===== src/rtl/store_buffer.sv =====
`timescale 1ns/1ps
// store_buffer: posted write buffer between the CPU store port and the RAM write port.
// Stores are acked one cycle after request, then drained to RAM in FIFO order. Each
// completed RAM write pulses an invalidate notification for the instruction caches.
// Ports:
//   clk, resetn                     clock, async active-low reset
//   cpu_valid_i/addr/wdata/wstrb    store request (held until cpu_ready_o)
//   cpu_ready_o                     one-cycle store acknowledge
//   ram_valid_o/addr/wdata/wstrb    head-entry write request to RAM
//   ram_ready_i                     RAM write complete
//   inval_valid_o/inval_addr_o      one-cycle notification of a completed RAM write
//   chk_addr_i/chk_hit_o            combinational read-after-write hazard check
//   empty_o                         nothing buffered and no write in flight
module store_buffer #(
    parameter int unsigned DEPTH = 4
) (
    input  logic        clk,
    input  logic        resetn,
    input  logic        cpu_valid_i,
    input  logic [31:0] cpu_addr_i,
    input  logic [31:0] cpu_wdata_i,
    input  logic [3:0]  cpu_wstrb_i,
    output logic        cpu_ready_o,
    output logic        ram_valid_o,
    output logic [31:0] ram_addr_o,
    output logic [31:0] ram_wdata_o,
    output logic [3:0]  ram_wstrb_o,
    input  logic        ram_ready_i,
    output logic        inval_valid_o,
    output logic [31:0] inval_addr_o,
    input  logic [31:0] chk_addr_i,
    output logic        chk_hit_o,
    output logic        empty_o
);

    localparam int unsigned AW = $clog2(DEPTH);
    localparam int unsigned PW = AW + 1;

    typedef enum logic [1:0] {
        S_IDLE = 2'd0,
        S_REQ  = 2'd1,
        S_GAP  = 2'd2
    } state_t;

    state_t            state_q;
    logic [29:0]       addr_q [DEPTH];
    logic [31:0]       data_q [DEPTH];
    logic [3:0]        strb_q [DEPTH];
    logic [DEPTH-1:0]  vld_q, vld_d;
    logic [PW-1:0]     wptr_q, wptr_d;
    logic [PW-1:0]     rptr_q, rptr_d;
    logic [PW-1:0]     cnt_q, cnt_d;
    logic              cpu_ready_q;
    logic              inval_valid_q;
    logic [31:0]       inval_addr_q;

    logic [AW-1:0]     widx, ridx;
    logic              pop_c, accept_c, push_c;
    logic              hit_c;

    assign widx = wptr_q[AW-1:0];
    assign ridx = rptr_q[AW-1:0];

    // A pop in this cycle frees a slot, so a full buffer may accept in the same cycle.
    assign pop_c    = (state_q == S_REQ) && ram_ready_i;
    assign accept_c = cpu_valid_i && !cpu_ready_q && ((cnt_q < PW'(DEPTH)) || pop_c);
    // Zero-strobe stores are acknowledged but never written anywhere.
    assign push_c   = accept_c && (cpu_wstrb_i != 4'b0000);

    // Pointer, count and occupancy next-state.
    always_comb begin
        wptr_d = wptr_q;
        rptr_d = rptr_q;
        cnt_d  = cnt_q;
        vld_d  = vld_q;
        if (push_c) begin
            wptr_d = wptr_q + PW'(1);
        end
        if (pop_c) begin
            rptr_d = rptr_q + PW'(1);
        end
        if (push_c && !pop_c) begin
            cnt_d = cnt_q + PW'(1);
        end else if (pop_c && !push_c) begin
            cnt_d = cnt_q - PW'(1);
        end
        // Clear before set: when full, a same-cycle push reuses the slot being popped.
        if (pop_c) begin
            vld_d[ridx] = 1'b0;
        end
        if (push_c) begin
            vld_d[widx] = 1'b1;
        end
    end

    // Entry storage, pointers and store acknowledge.
    always_ff @(posedge clk or negedge resetn) begin
        if (!resetn) begin
            for (int i = 0; i < DEPTH; i++) begin
                addr_q[i] <= '0;
                data_q[i] <= '0;
                strb_q[i] <= '0;
            end
            vld_q       <= '0;
            wptr_q      <= '0;
            rptr_q      <= '0;
            cnt_q       <= '0;
            cpu_ready_q <= 1'b0;
        end else begin
            if (push_c) begin
                addr_q[widx] <= cpu_addr_i[31:2];
                data_q[widx] <= cpu_wdata_i;
                strb_q[widx] <= cpu_wstrb_i;
            end
            vld_q       <= vld_d;
            wptr_q      <= wptr_d;
            rptr_q      <= rptr_d;
            cnt_q       <= cnt_d;
            cpu_ready_q <= accept_c;
        end
    end

    // Drain FSM: present head, pop on ready, then one idle gap cycle.
    always_ff @(posedge clk or negedge resetn) begin
        if (!resetn) begin
            state_q       <= S_IDLE;
            inval_valid_q <= 1'b0;
            inval_addr_q  <= '0;
        end else begin
            inval_valid_q <= 1'b0;
            case (state_q)
                S_IDLE: begin
                    if (cnt_q != '0) begin
                        state_q <= S_REQ;
                    end
                end
                S_REQ: begin
                    if (ram_ready_i) begin
                        state_q       <= S_GAP;
                        inval_valid_q <= 1'b1;
                        inval_addr_q  <= {addr_q[ridx], 2'b00};
                    end
                end
                S_GAP: begin
                    state_q <= (cnt_q != '0) ? S_REQ : S_IDLE;
                end
                default: begin
                    state_q <= S_IDLE;
                end
            endcase
        end
    end

    // Hazard check against every occupied entry, including the head in flight.
    always_comb begin
        hit_c = 1'b0;
        for (int i = 0; i < DEPTH; i++) begin
            if (vld_q[i] && (addr_q[i] == chk_addr_i[31:2])) begin
                hit_c = 1'b1;
            end
        end
    end

    // RAM payload is forced to zero outside REQ so idle outputs match reset values.
    assign ram_valid_o   = (state_q == S_REQ);
    assign ram_addr_o    = ram_valid_o ? {addr_q[ridx], 2'b00} : 32'h0;
    assign ram_wdata_o   = ram_valid_o ? data_q[ridx] : 32'h0;
    assign ram_wstrb_o   = ram_valid_o ? strb_q[ridx] : 4'h0;
    assign cpu_ready_o   = cpu_ready_q;
    assign inval_valid_o = inval_valid_q;
    assign inval_addr_o  = inval_addr_q;
    assign chk_hit_o     = hit_c;
    assign empty_o       = (cnt_q == '0) && (state_q != S_REQ);

    // Byte-offset bits carry no meaning for word-granular storage and checks.
    logic unused_c;
    assign unused_c = ^{cpu_addr_i[1:0], chk_addr_i[1:0]};

endmodule

===== config.mk =====
export PLATFORM = sky130hd
export DESIGN_NAME = store_buffer
export DESIGN_NICKNAME = d
export VERILOG_FILES = /design/src/rtl/store_buffer.sv
export SDC_FILE = /design/constraint.sdc
export NUM_CORES = 1
export LEC_CHECK = 0
export CAP_MARGIN = 20
export CORE_UTILIZATION = 48
export CTS_BUF_LIST = sky130_fd_sc_hd__clkbuf_4 sky130_fd_sc_hd__clkbuf_8 sky130_fd_sc_hd__clkbuf_16
export DETAILED_ROUTE_END_ITERATION = 12
export GPL_TIMING_DRIVEN = 0
export HOLD_SLACK_MARGIN = 0.06
export PLACE_DENSITY = 0.71
export SYNTH_ARGS = -nofsm -noshare
export SYNTH_HDL_FRONTEND = slang
export SYNTH_SLANG_ARGS = --single-unit

===== constraint.sdc =====
create_clock -name clk -period 2.2 [get_ports clk]
set_input_delay 0.22 -clock clk [delete_from_list [all_inputs] [get_ports clk]]
set_output_delay 0.22 -clock clk [all_outputs]
set_load 0.05 [all_outputs]

# == Yosys cells after proc, flatten, opt, wreduce, memory -nomap -nowiden ==
# Index checks and enable logic that the tools add are counted.
# classes
n_addsub,4
order_cmp,8
eq_ne,9
muxes,39
n_bitwise,5
reduce_logical,25
# op_table
op,n
$mux 32,5
$bwmux 128,1
$bwmux 120,1
$eq 30x30->1,4
$mux 30,3
$bmux 32 s2,1
$demux 32 s2,1
$bmux 30 s2,1
$demux 30 s2,1
$mux 4,6
$bwmux 16,1
$logic_and 1x1->1,14
$add 3x1->3 const B,3
$mux 1,9
$bmux 4 s2,1
$demux 4 s2,1
$ge 3x3->1 const B,2
$lt 2x3->1 const B,2
$mux 3,2
$not 2->3,2
$pmux 2 s3,1
$and 4x4->4,1
$demux 1 s2,2
$ge 2x1->1 const B,2
18 further kinds,23
# totals
ff_bits,311
inputBits,104
output_inout_bits,105
wordCells,110

# == Logic depth before layout (Yosys ltp) ==
# depth
ltp_word,9
ltp_mapped,9
depth_no_buf,9

# == Worst setup path before layout ==
# No wires, ideal clock.
# synth_timing
kind,reg2out
start,register rptr_q[0]
end,output port ram_wdata_o[27]
t_arrival_ns,1.952
required_time_ns,1.980
path_slack_ns,0.028
stages_incl_launch_ff,6
path_buffers,3
path_cell_list,dfrtp_1 > clkbuf_1 > buf_2 > buf_2 > mux4_2 > and2_1
# synth_between
elab_chain_cells,5
# synth_rtl
element,line_no,source
"start, declared",51,"logic [PW-1:0] rptr_q, rptr_d;"
"start signal, assigned",117,rptr_q <= rptr_d;
$not 2->3 (not written as such),167,assign ram_wdata_o = ram_valid_o ? data_q[ridx] : 32'h0;
$bmux 32 s2,167,
$mux 32 (not written as such) (2 in series),167,
$mux 32,167,
"end, declared",26,"output logic [31:0] ram_wdata_o,"
# Every way passes these cells. The select of a mux whose other input is x is not followed.

# == Final worst setup path ==
# layout_timing
start,register rptr_q[0]
end,output port ram_wdata_o[30]
# Same word-level chain as after synthesis.

==> results.txt <==
Pins Over Slew Limit = 0
drt wl/cell = 22.6 µm
Via density = 5.40
clock net sink count = 309
largest family of logic cells by synthesized area = multiplexers
CTS max path bufs = 3
Ys Warns = 0
Worst Skew = 0.0145 ns
largest net degree at the start of global routing = 120
CTS H-tree depth = 2
num ports = 209
CTS root buf = clkbuf_16
Buffers on Ports = 182
Finished Layout Cells = 1795
CP arrival = 2.18 ns
Synth Area in Simple Gates = 0.0707
maxcap violations = 0
DRT antenna net count = 0
top post-synthesis cells by area = dfrtp_1 49%, mux2_4 11%, mux2_2 11%
row cnt = 65
Remaining Overflow, GRT = 0
failing checks = negative setup slack
Post-Synthesis Cell Area = 0.0157 mm²
Die Area = 0.0335 mm²
Overall Power = 36.0 mW
asr flop ratio synth = 1.00
CTS tree = yes
mux share of post-synthesis cell area = 0.312
Placed Cells = 1710
final hold violation count = 0
Top FF cell, synth = dfrtp_1
most frequent cell after synthesis = dfrtp_1
Post-synth EDFFs = 0
Core ar. = 0.0319 mm²
Die Wd = 183 µm
compound-cell area share of the yosys netlist = 0.00485
critical path peak fanout = 10
Layout Nets = 1449
total wire length = 40.6 mm
sequential cell area fraction in the yosys report = 0.491
P&R area growth vs syn = 28.5%
CTS buffer count = 35
hpwl dp = 27.8 mm
gr usage total = 0.249
Tcrit/Tclk final = 1.09
type of element launching the critical path = flop
cell leakage power = 8.85 nW
1st-pass router iterations = 5
vias in the first global route = 10300
Hold WC Path Type = in -> async
post-synthesis adder-cell area fraction = 0.00843
Critical Path RT = 1.98 ns
DRC = 0
Fmax achieved = 417 MHz
RSZ-0062 raised after global routing = true
Post-synth top cells = 309 x dfrtp_1, 149 x mux2_2, 116 x mux2_4
Clock Pin Slew Worst Setup and Hold Paths = 0.06 ns
syn_area_per_cell = 14.5 µm²
post-route minimum period = 2.40 ns
run status = complete, but fails checks
Clk Latency, worst-skew pair = 0.50 ns
Synth Area in XOR/XNOR = 0.0696
Synth Instances = 1088
final-layout fill cell count = 2436
first-pass GRT wire length = 62.7 mm
routability cong. = 0.914
Seq cells post-synth = 309
Synth top area share = 0.491
Multi-input gate area = 0.00769 mm²
FF-to-FF setup slack = 0.10 ns
Distinct cells, synth = 32
Max rail drop VDD = 1290 µV
FF/Latch Area = 0.00773 mm²
Vias = 9697
slew margin rel. = 0.455
reg2reg path depth = 8
largest area contributor in the netlist = dfrtp_1
Initial Utilization = 0.494
PD cells = 1780 mW/mm²
Initial DRC Count = 558
antenna violations before repair = 2
Final Hold Slack = 0.333 ns
worst setup path category = reg -> out
layout cells sized above 1 = 0.470
Final Setup Violations = 67
CP endpoint kind = primary output
Die Span Y = 183 µm
setup ws final = -0.198 ns
Worst-Margin Slew = 0.818 ns
-- logic make-up (layout without fill, tap and decap cells) --
kind of cell | after synthesis | count (layout)
adder cells (fa/ha/maj) | 10 | 10
multiplexers | 331 | 331
buffers and inverters | 90 | 357
AND/OR/NAND/NOR | 213 | 213
other | 1 | 6
AO/OA/AOI/OAI | 9 | 9
flip-flops | 309 | 309
XOR/XNOR | 125 | 125
-- per-stage QoR --
| step | TNS (ns) | util | setup WS [ns] | area (µm²) |
|---|---|---|---|---|
| final | -7.70 | 0.634 | -0.198 | 20200 |
| after global routing | -11.05 | 0.634 | -0.248 | 20200 |
| after CTS | -9.69 | 0.625 | -0.232 | 19900 |
| after detailed placement | -163.83 | 0.570 | -1.06 | 18200 |
| after global placement | -4112.42 | 0.568 | -12.82 | 18100 |
| after floorplan | 0 | - | 0.0280 | 15700 |
-- where the power goes --
| group | total (mW) | internal, mW | switching (mW) | leakage (nW) |
|---|---|---|---|---|
| Clock | 5.83 | 3.55 | 2.29 | 0.588 |
| Sequential | 10.6 | 8.54 | 2.09 | 3.74 |
| Combinational | 19.5 | 10.0 | 9.48 | 4.52 |
| Total | 36.0 | 22.1 | 13.9 | 8.85 |
-- metal layers --
metal  vias to the layer above  share of wire  global-route usage
met3                        55          0.059              0.0504
met2                       267           0.47               0.388
met5                         -              0                   0
met1                      5078           0.45               0.355
met4                         0          0.019              0.0663
li1                       4297              -                   -
-- placed cells by master (no fill, tap or decap), types with 17 or more instances in the layout --
cell,n
mux4_2,66
xor2_1,46
nand2_1,96
buf_4,30
clkbuf_16,38
xnor2_1,62
and2_4,64
nand4_1,25
buf_12,23
buf_8,17
dfrtp_1,307
mux2_4,116
buf_6,61
mux2_2,149
clkbuf_1,20
clkdlybuf4s50_1,112
xnor2_2,17
-- worst paths after layout --
path / startpoint / end
worst min-delay path: resetn / inval_addr_o[22]$_DFFE_PN0P_
min in group clk: cpu_addr_i[30] / addr_q[28]$_DFFE_PN0P_
worst min register to register: inval_addr_o[29]$_DFFE_PN0P_ / inval_addr_o[29]$_DFFE_PN0P_
max in group asynchronous: resetn / data_q[10]$_DFFE_PN0P_
worst max-delay path: rptr_q[0]$_DFFE_PN0P_ / ram_wdata_o[30]
worst max register to register: state_q[1]$_DFFE_PN0P_ / data_q[20]$_DFFE_PN0P_
-- registers in the layout, summed over array words and instances (netlist names) --
signal / flops
addr_q: 120
cnt_q: 3
cpu_ready_o: 1
data_q: 128
inval_addr_o: 30
inval_valid_o: 1
rptr_q: 2
state_q: 2
strb_q: 16
vld_q: 4
wptr_q: 2
-- critical path, cell delays in order (launching register included) --
cell and delay, ns:
dfrtp_2 0.38, buf_12 0.15, buf_12 0.14, buf_12 0.16, mux4_2 0.52, and2_4 0.19
buf_6 0.15
-- what timing repair did --
| item | 4_1_cts | 5_1_grt |
|---|---|---|
| setup endpoints to repair | 313 | 69 |
| cloned | 1 | 1 |
| setup buffers | 15 | 9 |
| gates resized for setup | 552 | 98 |
| hold buffers | 1 | 0 |
| endpoints found under the hold margin | 96 | 0 |
| pin swaps | 22 | 17 |
-- area by class of cell --
cell class / count / share of cell area
Antenna cell: 2 / 0.000247
Buffer: 80 / 0.0395
Clock buffer: 57 / 0.0566
Clock inverter: 3 / 0.000928
Inverter: 8 / 0.00148
Multi-Input combinational cell: 692 / 0.380
Sequential cell: 309 / 0.382
Tap cell: 435 / 0.0269
Timing Repair Buffer: 209 / 0.112
Power figures use the tool's default switching activity.
